<file path="config.mk">
export PLATFORM = sky130hd
export DESIGN_NAME = ahb_uart_cfg
export DESIGN_NICKNAME = d
export VERILOG_FILES = /design/src/rtl/ahb_uart_cfg.sv
export SDC_FILE = /design/constraint.sdc
export NUM_CORES = 1
export LEC_CHECK = 0
export BUFFER_PORTS_ARGS = -buffer_cell sky130_fd_sc_hd__buf_2
export CAP_MARGIN = 15
export CORE_ASPECT_RATIO = 1.4
export CORE_MARGIN = 1.5
export CORE_UTILIZATION = 65
export CTS_CLUSTER_SIZE = 30
export DETAILED_ROUTE_END_ITERATION = 8
export PLACE_DENSITY_LB_ADDON = 0.12
export SYNTH_ARGS = -nofsm -noshare
export SYNTH_HDL_FRONTEND = slang
export SYNTH_SLANG_ARGS = --single-unit
</file>
<file path="constraint.sdc">
create_clock -name HCLK -period 4.2 [get_ports HCLK]
set_input_delay 1.26 -clock HCLK [delete_from_list [all_inputs] [get_ports HCLK]]
set_output_delay 1.26 -clock HCLK [all_outputs]
set_load 0.01 [all_outputs]
</file>
<file path="src/rtl/ahb_uart_cfg.sv">
// AHB-Lite UART with programmable baud divisor, parity, 1/2 stop bits, TX/RX FIFOs,
// sticky error flags and a masked level interrupt. Never inserts wait states.
module ahb_uart_cfg #(
  parameter int          FIFO_AW     = 4,
  parameter logic [15:0] DEFAULT_DIV = 16'd26
) (
  input  logic        HCLK,
  input  logic        HRESET,
  input  logic        HSEL,
  input  logic [31:0] HADDR,
  input  logic [1:0]  HTRANS,
  input  logic        HWRITE,
  input  logic [31:0] HWDATA,
  input  logic        HREADY,
  output logic        HREADYOUT,
  output logic [31:0] HRDATA,
  input  logic        RsRx,
  output logic        RsTx,
  output logic        uart_irq
);

  localparam int DEPTH = 1 << FIFO_AW;

  typedef enum logic [2:0] {TX_IDLE, TX_START, TX_DATA, TX_PARITY, TX_STOP} tx_state_t;
  typedef enum logic [2:0] {RX_IDLE, RX_START, RX_DATA, RX_PARITY, RX_STOP, RX_WAIT} rx_state_t;

  logic        dp_valid, dp_write;
  logic [1:0]  dp_addr;
  logic        wr_data, wr_stat, wr_ctrl, wr_baud, rd_data;
  logic [7:0]  ctrl;
  logic [15:0] bauddiv, baud_cnt;
  logic        tick;
  logic        par_en, par_odd;
  logic [3:0]  sticky, sticky_set, sticky_clr;
  logic [8:0]  status;

  logic [7:0]         tx_mem [DEPTH];
  logic [FIFO_AW:0]   tx_wp, tx_rp;
  logic               tx_empty, tx_full, tx_push, tx_pop;
  logic [7:0]         rx_mem [DEPTH];
  logic [FIFO_AW:0]   rx_wp, rx_rp;
  logic               rx_empty, rx_full, rx_push, rx_pop, rx_push_ok;

  tx_state_t   tx_state, tx_state_n;
  logic [3:0]  tx_tcnt, tx_tcnt_n;
  logic [2:0]  tx_bit, tx_bit_n;
  logic        tx_stop2, tx_stop2_n;
  logic [7:0]  tx_byte, tx_byte_n;
  logic        tx_busy, tx_can_start, tx_bit_end;

  rx_state_t   rx_state, rx_state_n;
  logic [3:0]  rx_tcnt, rx_tcnt_n;
  logic [2:0]  rx_bit, rx_bit_n;
  logic [7:0]  rx_shift, rx_shift_n;
  logic        rx_meta, rx_sync, rx_bit_end;
  logic        rx_set_frame, rx_set_parity;

  logic unused_bits;
  assign unused_bits = ^{HADDR[31:4], HADDR[1:0], HWDATA[31:16]};

  assign HREADYOUT = 1'b1;

  // Address phase is latched so the data phase can act on it one cycle later.
  always_ff @(posedge HCLK) begin
    if (HRESET) begin
      dp_valid <= 1'b0;
      dp_write <= 1'b0;
      dp_addr  <= 2'd0;
    end else if (HREADY) begin
      dp_valid <= HSEL & HTRANS[1];
      dp_write <= HWRITE;
      dp_addr  <= HADDR[3:2];
    end
  end

  assign wr_data = dp_valid & dp_write & (dp_addr == 2'd0);
  assign wr_stat = dp_valid & dp_write & (dp_addr == 2'd1);
  assign wr_ctrl = dp_valid & dp_write & (dp_addr == 2'd2);
  assign wr_baud = dp_valid & dp_write & (dp_addr == 2'd3);
  assign rd_data = dp_valid & !dp_write & (dp_addr == 2'd0);

  always_ff @(posedge HCLK) begin
    if (HRESET) begin
      ctrl    <= 8'h03;
      bauddiv <= DEFAULT_DIV;
    end else begin
      if (wr_ctrl) ctrl <= HWDATA[7:0];
      if (wr_baud) bauddiv <= HWDATA[15:0];
    end
  end

  assign par_en  = ctrl[3] ^ ctrl[2];
  assign par_odd = ctrl[3];

  // Rewriting the divisor restarts the count so the new rate takes effect at once.
  assign tick = (baud_cnt == bauddiv);
  always_ff @(posedge HCLK) begin
    if (HRESET || wr_baud) baud_cnt <= 16'd0;
    else if (tick)         baud_cnt <= 16'd0;
    else                   baud_cnt <= baud_cnt + 16'd1;
  end

  assign tx_empty = (tx_wp == tx_rp);
  assign tx_full  = (tx_wp[FIFO_AW] != tx_rp[FIFO_AW]) &&
                    (tx_wp[FIFO_AW-1:0] == tx_rp[FIFO_AW-1:0]);
  assign tx_push  = wr_data & !tx_full;

  always_ff @(posedge HCLK) begin
    if (tx_push) tx_mem[tx_wp[FIFO_AW-1:0]] <= HWDATA[7:0];
    if (rx_push_ok) rx_mem[rx_wp[FIFO_AW-1:0]] <= rx_shift_n;
  end

  always_ff @(posedge HCLK) begin
    if (HRESET) begin
      tx_wp <= '0;
      tx_rp <= '0;
      rx_wp <= '0;
      rx_rp <= '0;
    end else begin
      if (tx_push)    tx_wp <= tx_wp + 1'b1;
      if (tx_pop)     tx_rp <= tx_rp + 1'b1;
      if (rx_push_ok) rx_wp <= rx_wp + 1'b1;
      if (rx_pop)     rx_rp <= rx_rp + 1'b1;
    end
  end

  assign rx_empty   = (rx_wp == rx_rp);
  assign rx_full    = (rx_wp[FIFO_AW] != rx_rp[FIFO_AW]) &&
                      (rx_wp[FIFO_AW-1:0] == rx_rp[FIFO_AW-1:0]);
  assign rx_pop     = rd_data & !rx_empty;
  assign rx_push_ok = rx_push & (!rx_full | rx_pop);

  always_ff @(posedge HCLK) begin
    if (HRESET) begin
      tx_state <= TX_IDLE;
      tx_tcnt  <= 4'd0;
      tx_bit   <= 3'd0;
      tx_stop2 <= 1'b0;
      tx_byte  <= 8'd0;
    end else begin
      tx_state <= tx_state_n;
      tx_tcnt  <= tx_tcnt_n;
      tx_bit   <= tx_bit_n;
      tx_stop2 <= tx_stop2_n;
      tx_byte  <= tx_byte_n;
    end
  end

  assign tx_can_start = ctrl[0] & !tx_empty;
  assign tx_bit_end   = tick & (tx_tcnt == 4'd15);
  assign tx_busy      = (tx_state != TX_IDLE);

  // A frame only starts on a tick; STOP chains straight into START for back-to-back bytes.
  always_comb begin
    tx_state_n = tx_state;
    tx_tcnt_n  = tx_tcnt;
    tx_bit_n   = tx_bit;
    tx_stop2_n = tx_stop2;
    tx_byte_n  = tx_byte;
    tx_pop     = 1'b0;
    if (tick && tx_state != TX_IDLE) tx_tcnt_n = tx_tcnt + 4'd1;
    case (tx_state)
      TX_IDLE: if (tick && tx_can_start) begin
        tx_state_n = TX_START;
        tx_tcnt_n  = 4'd0;
        tx_pop     = 1'b1;
        tx_byte_n  = tx_mem[tx_rp[FIFO_AW-1:0]];
      end
      TX_START: if (tx_bit_end) begin
        tx_state_n = TX_DATA;
        tx_bit_n   = 3'd0;
      end
      TX_DATA: if (tx_bit_end) begin
        if (tx_bit == 3'd7) begin
          tx_state_n = par_en ? TX_PARITY : TX_STOP;
          tx_stop2_n = 1'b0;
        end else begin
          tx_bit_n = tx_bit + 3'd1;
        end
      end
      TX_PARITY: if (tx_bit_end) begin
        tx_state_n = TX_STOP;
        tx_stop2_n = 1'b0;
      end
      TX_STOP: if (tx_bit_end) begin
        if (ctrl[4] && !tx_stop2) begin
          tx_stop2_n = 1'b1;
        end else if (tx_can_start) begin
          tx_state_n = TX_START;
          tx_pop     = 1'b1;
          tx_byte_n  = tx_mem[tx_rp[FIFO_AW-1:0]];
        end else begin
          tx_state_n = TX_IDLE;
        end
      end
      default: tx_state_n = TX_IDLE;
    endcase
  end

  always_comb begin
    case (tx_state)
      TX_START:  RsTx = 1'b0;
      TX_DATA:   RsTx = tx_byte[tx_bit];
      TX_PARITY: RsTx = (^tx_byte) ^ par_odd;
      default:   RsTx = 1'b1;
    endcase
  end

  always_ff @(posedge HCLK) begin
    if (HRESET) begin
      rx_meta  <= 1'b1;
      rx_sync  <= 1'b1;
      rx_state <= RX_IDLE;
      rx_tcnt  <= 4'd0;
      rx_bit   <= 3'd0;
      rx_shift <= 8'd0;
    end else begin
      rx_meta  <= RsRx;
      rx_sync  <= rx_meta;
      rx_state <= rx_state_n;
      rx_tcnt  <= rx_tcnt_n;
      rx_bit   <= rx_bit_n;
      rx_shift <= rx_shift_n;
    end
  end

  assign rx_bit_end = tick & (rx_tcnt == 4'd15);

  // Sampling is centred by waiting half a bit after the falling edge; a bad stop bit
  // parks in RX_WAIT so a held-low line is not mistaken for a new start bit.
  always_comb begin
    rx_state_n    = rx_state;
    rx_tcnt_n     = rx_tcnt;
    rx_bit_n      = rx_bit;
    rx_shift_n    = rx_shift;
    rx_push       = 1'b0;
    rx_set_frame  = 1'b0;
    rx_set_parity = 1'b0;
    if (tick && rx_state != RX_IDLE && rx_state != RX_WAIT) rx_tcnt_n = rx_tcnt + 4'd1;
    case (rx_state)
      RX_IDLE: if (!rx_sync) begin
        rx_state_n = RX_START;
        rx_tcnt_n  = 4'd0;
      end
      RX_START: if (tick && rx_tcnt == 4'd7) begin
        rx_state_n = rx_sync ? RX_IDLE : RX_DATA;
        rx_tcnt_n  = 4'd0;
        rx_bit_n   = 3'd0;
      end
      RX_DATA: if (rx_bit_end) begin
        rx_shift_n = {rx_sync, rx_shift[7:1]};
        if (rx_bit == 3'd7) rx_state_n = par_en ? RX_PARITY : RX_STOP;
        else                rx_bit_n   = rx_bit + 3'd1;
      end
      RX_PARITY: if (rx_bit_end) begin
        rx_set_parity = (rx_sync != ((^rx_shift) ^ par_odd));
        rx_state_n    = RX_STOP;
      end
      RX_STOP: if (rx_bit_end) begin
        if (rx_sync) begin
          rx_push    = 1'b1;
          rx_state_n = RX_IDLE;
        end else begin
          rx_set_frame = 1'b1;
          rx_state_n   = RX_WAIT;
        end
      end
      RX_WAIT: if (rx_sync) rx_state_n = RX_IDLE;
      default: rx_state_n = RX_IDLE;
    endcase
    if (!ctrl[1]) rx_state_n = RX_IDLE;
  end

  // New error events take priority over a same-cycle write-1-to-clear.
  assign sticky_set = {wr_data & tx_full, rx_set_parity, rx_set_frame,
                       rx_push & rx_full & !rx_pop};
  assign sticky_clr = wr_stat ? HWDATA[8:5] : 4'd0;

  always_ff @(posedge HCLK) begin
    if (HRESET) begin
      sticky   <= 4'd0;
      uart_irq <= 1'b0;
    end else begin
      sticky   <= (sticky & ~sticky_clr) | sticky_set;
      uart_irq <= (ctrl[5] & !rx_empty) | (ctrl[6] & tx_empty & !tx_busy) |
                  (ctrl[7] & (|sticky));
    end
  end

  assign status = {sticky, tx_busy, rx_full, tx_empty, tx_full, rx_empty};

  always_comb begin
    HRDATA = 32'd0;
    if (dp_valid && !dp_write) begin
      case (dp_addr)
        2'd0: HRDATA = rx_empty ? 32'd0 : {24'd0, rx_mem[rx_rp[FIFO_AW-1:0]]};
        2'd1: HRDATA = {23'd0, status};
        2'd2: HRDATA = {24'd0, ctrl};
        default: HRDATA = {16'd0, bauddiv};
      endcase
    end
  end

endmodule

</file>
==> out/qor.csv <==
stage,metric,value,unit
pwr,sequential share of power,53.4,%
die,row count,67,
sta,# setup viols final,0,
pwr,Max IR drop VDD,0.000443,V
clock_network,CTS resizes,0,
clock_network,Post-CTS Hold Buffers,0,
pwr,Pint,5.86,mW
sta,RSZ-0062 raised after global routing,no,
die,Top-Level Pins,107,
place,Placement Cell Area,16300,µm²
detailed_routing,DRT Wirelength,33.6,mm
global_routing,largest net degree at the start of global routing,68,
synth,"flops & latches, synth",372,
cells_and_area,share of post-route cells with drive strength above 1,18.9,%
die,core box area,24000,µm²
synth,post-synthesis sequential area ratio,63.0,%
pwr,Psw,1.49,mW
setup_path,Startpoint Class,flip-flop,
setup_path,Worst setup EP type,output pin,
synth,Post-synth ARST share,0,%
setup_path,CP required,2940,ps
sta,final max-slew violation count,0,
setup_path,Crit Path Max Fanout,32,
pwr,Pleak,5.57,nW
detailed_routing,wire per inst,22.6,µm
clock_network,CTS root buf,clkbuf_16,
synth,Synth Cell Area,15900,µm²
cells_and_area,FILL cells,1556,
setup_path,CP Class,flip-flop to output pin,
die,die outline width,135,µm
detailed_routing,DR vias/cell,6.11,
detailed_routing,post-route antenna net violation count,0,
clock_network,clock slew at reported path FFs,60,ps
global_routing,vias in the first global route,9233,
place,gpl congestion,0.812,
cells_and_area,fin area,17500,µm²
clock_network,H-tree depth,2,
sta,Final Critical Period,3930,ps
clock_network,post-CTS setup buffers,0,
detailed_routing,initial DRC count,718,
setup_path,"Arr. time, crit path",2670,ps
global_routing,gr ovfl total,0,
place,Post-DP HPWL,22.9,mm
sta,Tcrit/Tclk final,93.6,%
clock_network,Worst-Skew Late Latency,530,ps
synth,most frequent cells after synthesis,"edfxtp_1 (256), dfxtp_1 (116), nand2_1 (103), nor2_1 (92), mux4_2 (78)",
pwr,Logic pwr share,2.6,%
die,full die area,25400,µm²
global_routing,first-pass GRT wire length,52.1,mm
clock_network,clk sinks,372,
flow_run,reported max-cap violation count,0,
worst_hold_path,Hold Path Class,flip-flop to flip-flop,
synth,"count leader, synth",edfxtp_1,
die,initial core utilization,66.3,%
synth,leading area contributor after synthesis,edfxtp_1,
cells_and_area,fin nets,1244,
clock_network,clk buf depth,3,
sta,Worst Tran Pin Value,1050,ps
synth,Post-synth EDFFs,256,
synth,top_reg_cell synth,edfxtp_1,
sta,Worst slew margin,29.4,%
die,chip height,188,µm
sta,Final Hold Vio Count,0,
cells_and_area,antenna cells,0,
global_routing,initial antenna violation count,0,
sta,clock skew,26.2,ps
clock_network,total CTS buffers,35,
cells_and_area,synth-to-layout area growth,10.1,%
detailed_routing,routed vias,9098,
global_routing,GRT Util Overall,27.6,%
pwr,clock power share,44.0,%
sta,Setup TNS,0,ps
sta,hold slack,426,ps
outcome,status,"finished, final reports clean",
cells_and_area,area of the multi-input gates,5550,µm²
synth,yosys warns,0,
clock_network,CTS tree,done,
synth,Yosys top cell area share,48.4,%
cells_and_area,register area,10000,µm²
synth,"Distinct cells, synth",62,
synth,"Avg Cell Area, Syn",14.2,µm²
sta,Max Freq,254,MHz
detailed_routing,first-pass iteration count of the detailed router,5,
pwr,Net Sw Frac,20.3,%
place,port bufs,42,
detailed_routing,DRC,0,
synth,ranking of synthesized cells by area,"edfxtp_1 (48%), dfxtp_1 (15%), mux4_2 (11%)",
pwr,PwrDens,420,nW/µm²
synth,Gate Count Post-Synth,1123,
per-layer routing:
layer / vias to the layer above / GRT usage [%] / part of all wire (%)
met5: - / 0 / 0
met4: 0 / 11.0 / 3.9
met3: 75 / 3.27 / 4.0
met2: 281 / 51.5 / 55
met1: 4525 / 31.8 / 37
li1: 4217 / - / -
cells in the final DEF, fill, tap and decap left out, types with 12 or more instances in the layout:
cell / synthesis / final
conb_1: 2 / 17
ha_1: 17 / 17
and3_1: 31 / 31
nand2b_1: 15 / 15
xor2_1: 33 / 33
nand3_1: 23 / 23
xnor2_1: 36 / 36
nor2b_1: 24 / 24
buf_4: 17 / 13
mux4_2: 78 / 78
buf_2: 14 / 41
clkbuf_16: 0 / 37
mux2_2: 12 / 12
a21oi_1: 39 / 39
mux2i_1: 25 / 25
nor3_1: 15 / 13
nor2_1: 92 / 92
o21ai_0: 36 / 36
nand2_1: 103 / 103
edfxtp_1: 256 / 256
dfxtp_1: 116 / 113
registers in the layout (all words and copies together) (netlist names), 3 cells and up, named ones only:
signal,cells
tx_state,3
sticky,4
tx_rp,5
tx_bit,3
rx_wp,5
tx_wp,5
baud_cnt,16
tx_tcnt,4
rx_rp,5
tx_mem,128
rx_mem,128
rx_shift,8
rx_tcnt,4
tx_byte,8
rx_bit,3
ctrl,8
bauddiv,16
rx_state,3
logic make-up (layout without fill, tap and decap cells):
logic type               count (synthesis)  in the layout  synth area share (%)
AO/OA/AOI/OAI                          109            109                  4.13
AND/OR/NAND/NOR                        351            351                  11.3
other                                    2             17                0.0473
multiplexers                           118            118                  13.7
adder cells (fa/ha/maj)                 17             17                  1.34
flip-flops                             372            372                  63.0
buffers and inverters                   84            126                  2.54
XOR/XNOR                                70             70                  3.94
final timing paths:
kind / cells past startpoint / to / from / slack, ps
max: 6 / HRDATA[6] / flip-flop / 270
max reg2reg: 7 / tx_rp[4]$_SDFFE_PP0P_ / baud_cnt[6]$_SDFF_PP0_ / 1230
min reg2reg: 1 / rx_sync$_SDFF_PP1_ / rx_meta$_SDFF_PP1_ / 430
min: 1 / rx_sync$_SDFF_PP1_ / rx_meta$_SDFF_PP1_ / 430
worst max-delay path: stages (launching register included):
cell and delay [ps]:
dfxtp_2 340, buf_12 240, mux4_2 570, mux4_2 490, nand2_1 120, a31oi_1 160
buf_2 180
metrics by stage:
step           utilization, %  worst slack, ps  std cells  power, mW
2_1_floorplan               -              967       1138       4.14
3_3_place_gp             68.0              835       1428       4.19
3_5_place_dp             68.0              813       1428       4.19
4_1_cts                  73.0              269       1490       7.38
5_1_grt                  73.0              195       1490       7.53
6_report                 73.0              268       1490       7.35
cell type report:
| class | instances | area share (%) |
|---|---|---|
| sequential | 372 | 57.3 |
| inverter | 9 | 0.193 |
| multi-input combinational | 682 | 31.7 |
| clock buffer | 47 | 5.57 |
| timing repair buffer | 55 | 1.85 |
| clock inverter | 15 | 1.22 |
| tap | 310 | 2.22 |
power groups by stage:
stage	Combinational (mW)	Sequential [mW]	Clock, mW
5_1_grt	0.208	3.93	3.39
6_report	0.190	3.93	3.23
4_1_cts	0.188	3.93	3.26
3_5_place_dp	0.188	4.01	0
2_1_floorplan	0.152	3.99	0
3_3_place_gp	0.183	4.00	0
Power figures use the tool's default switching activity.
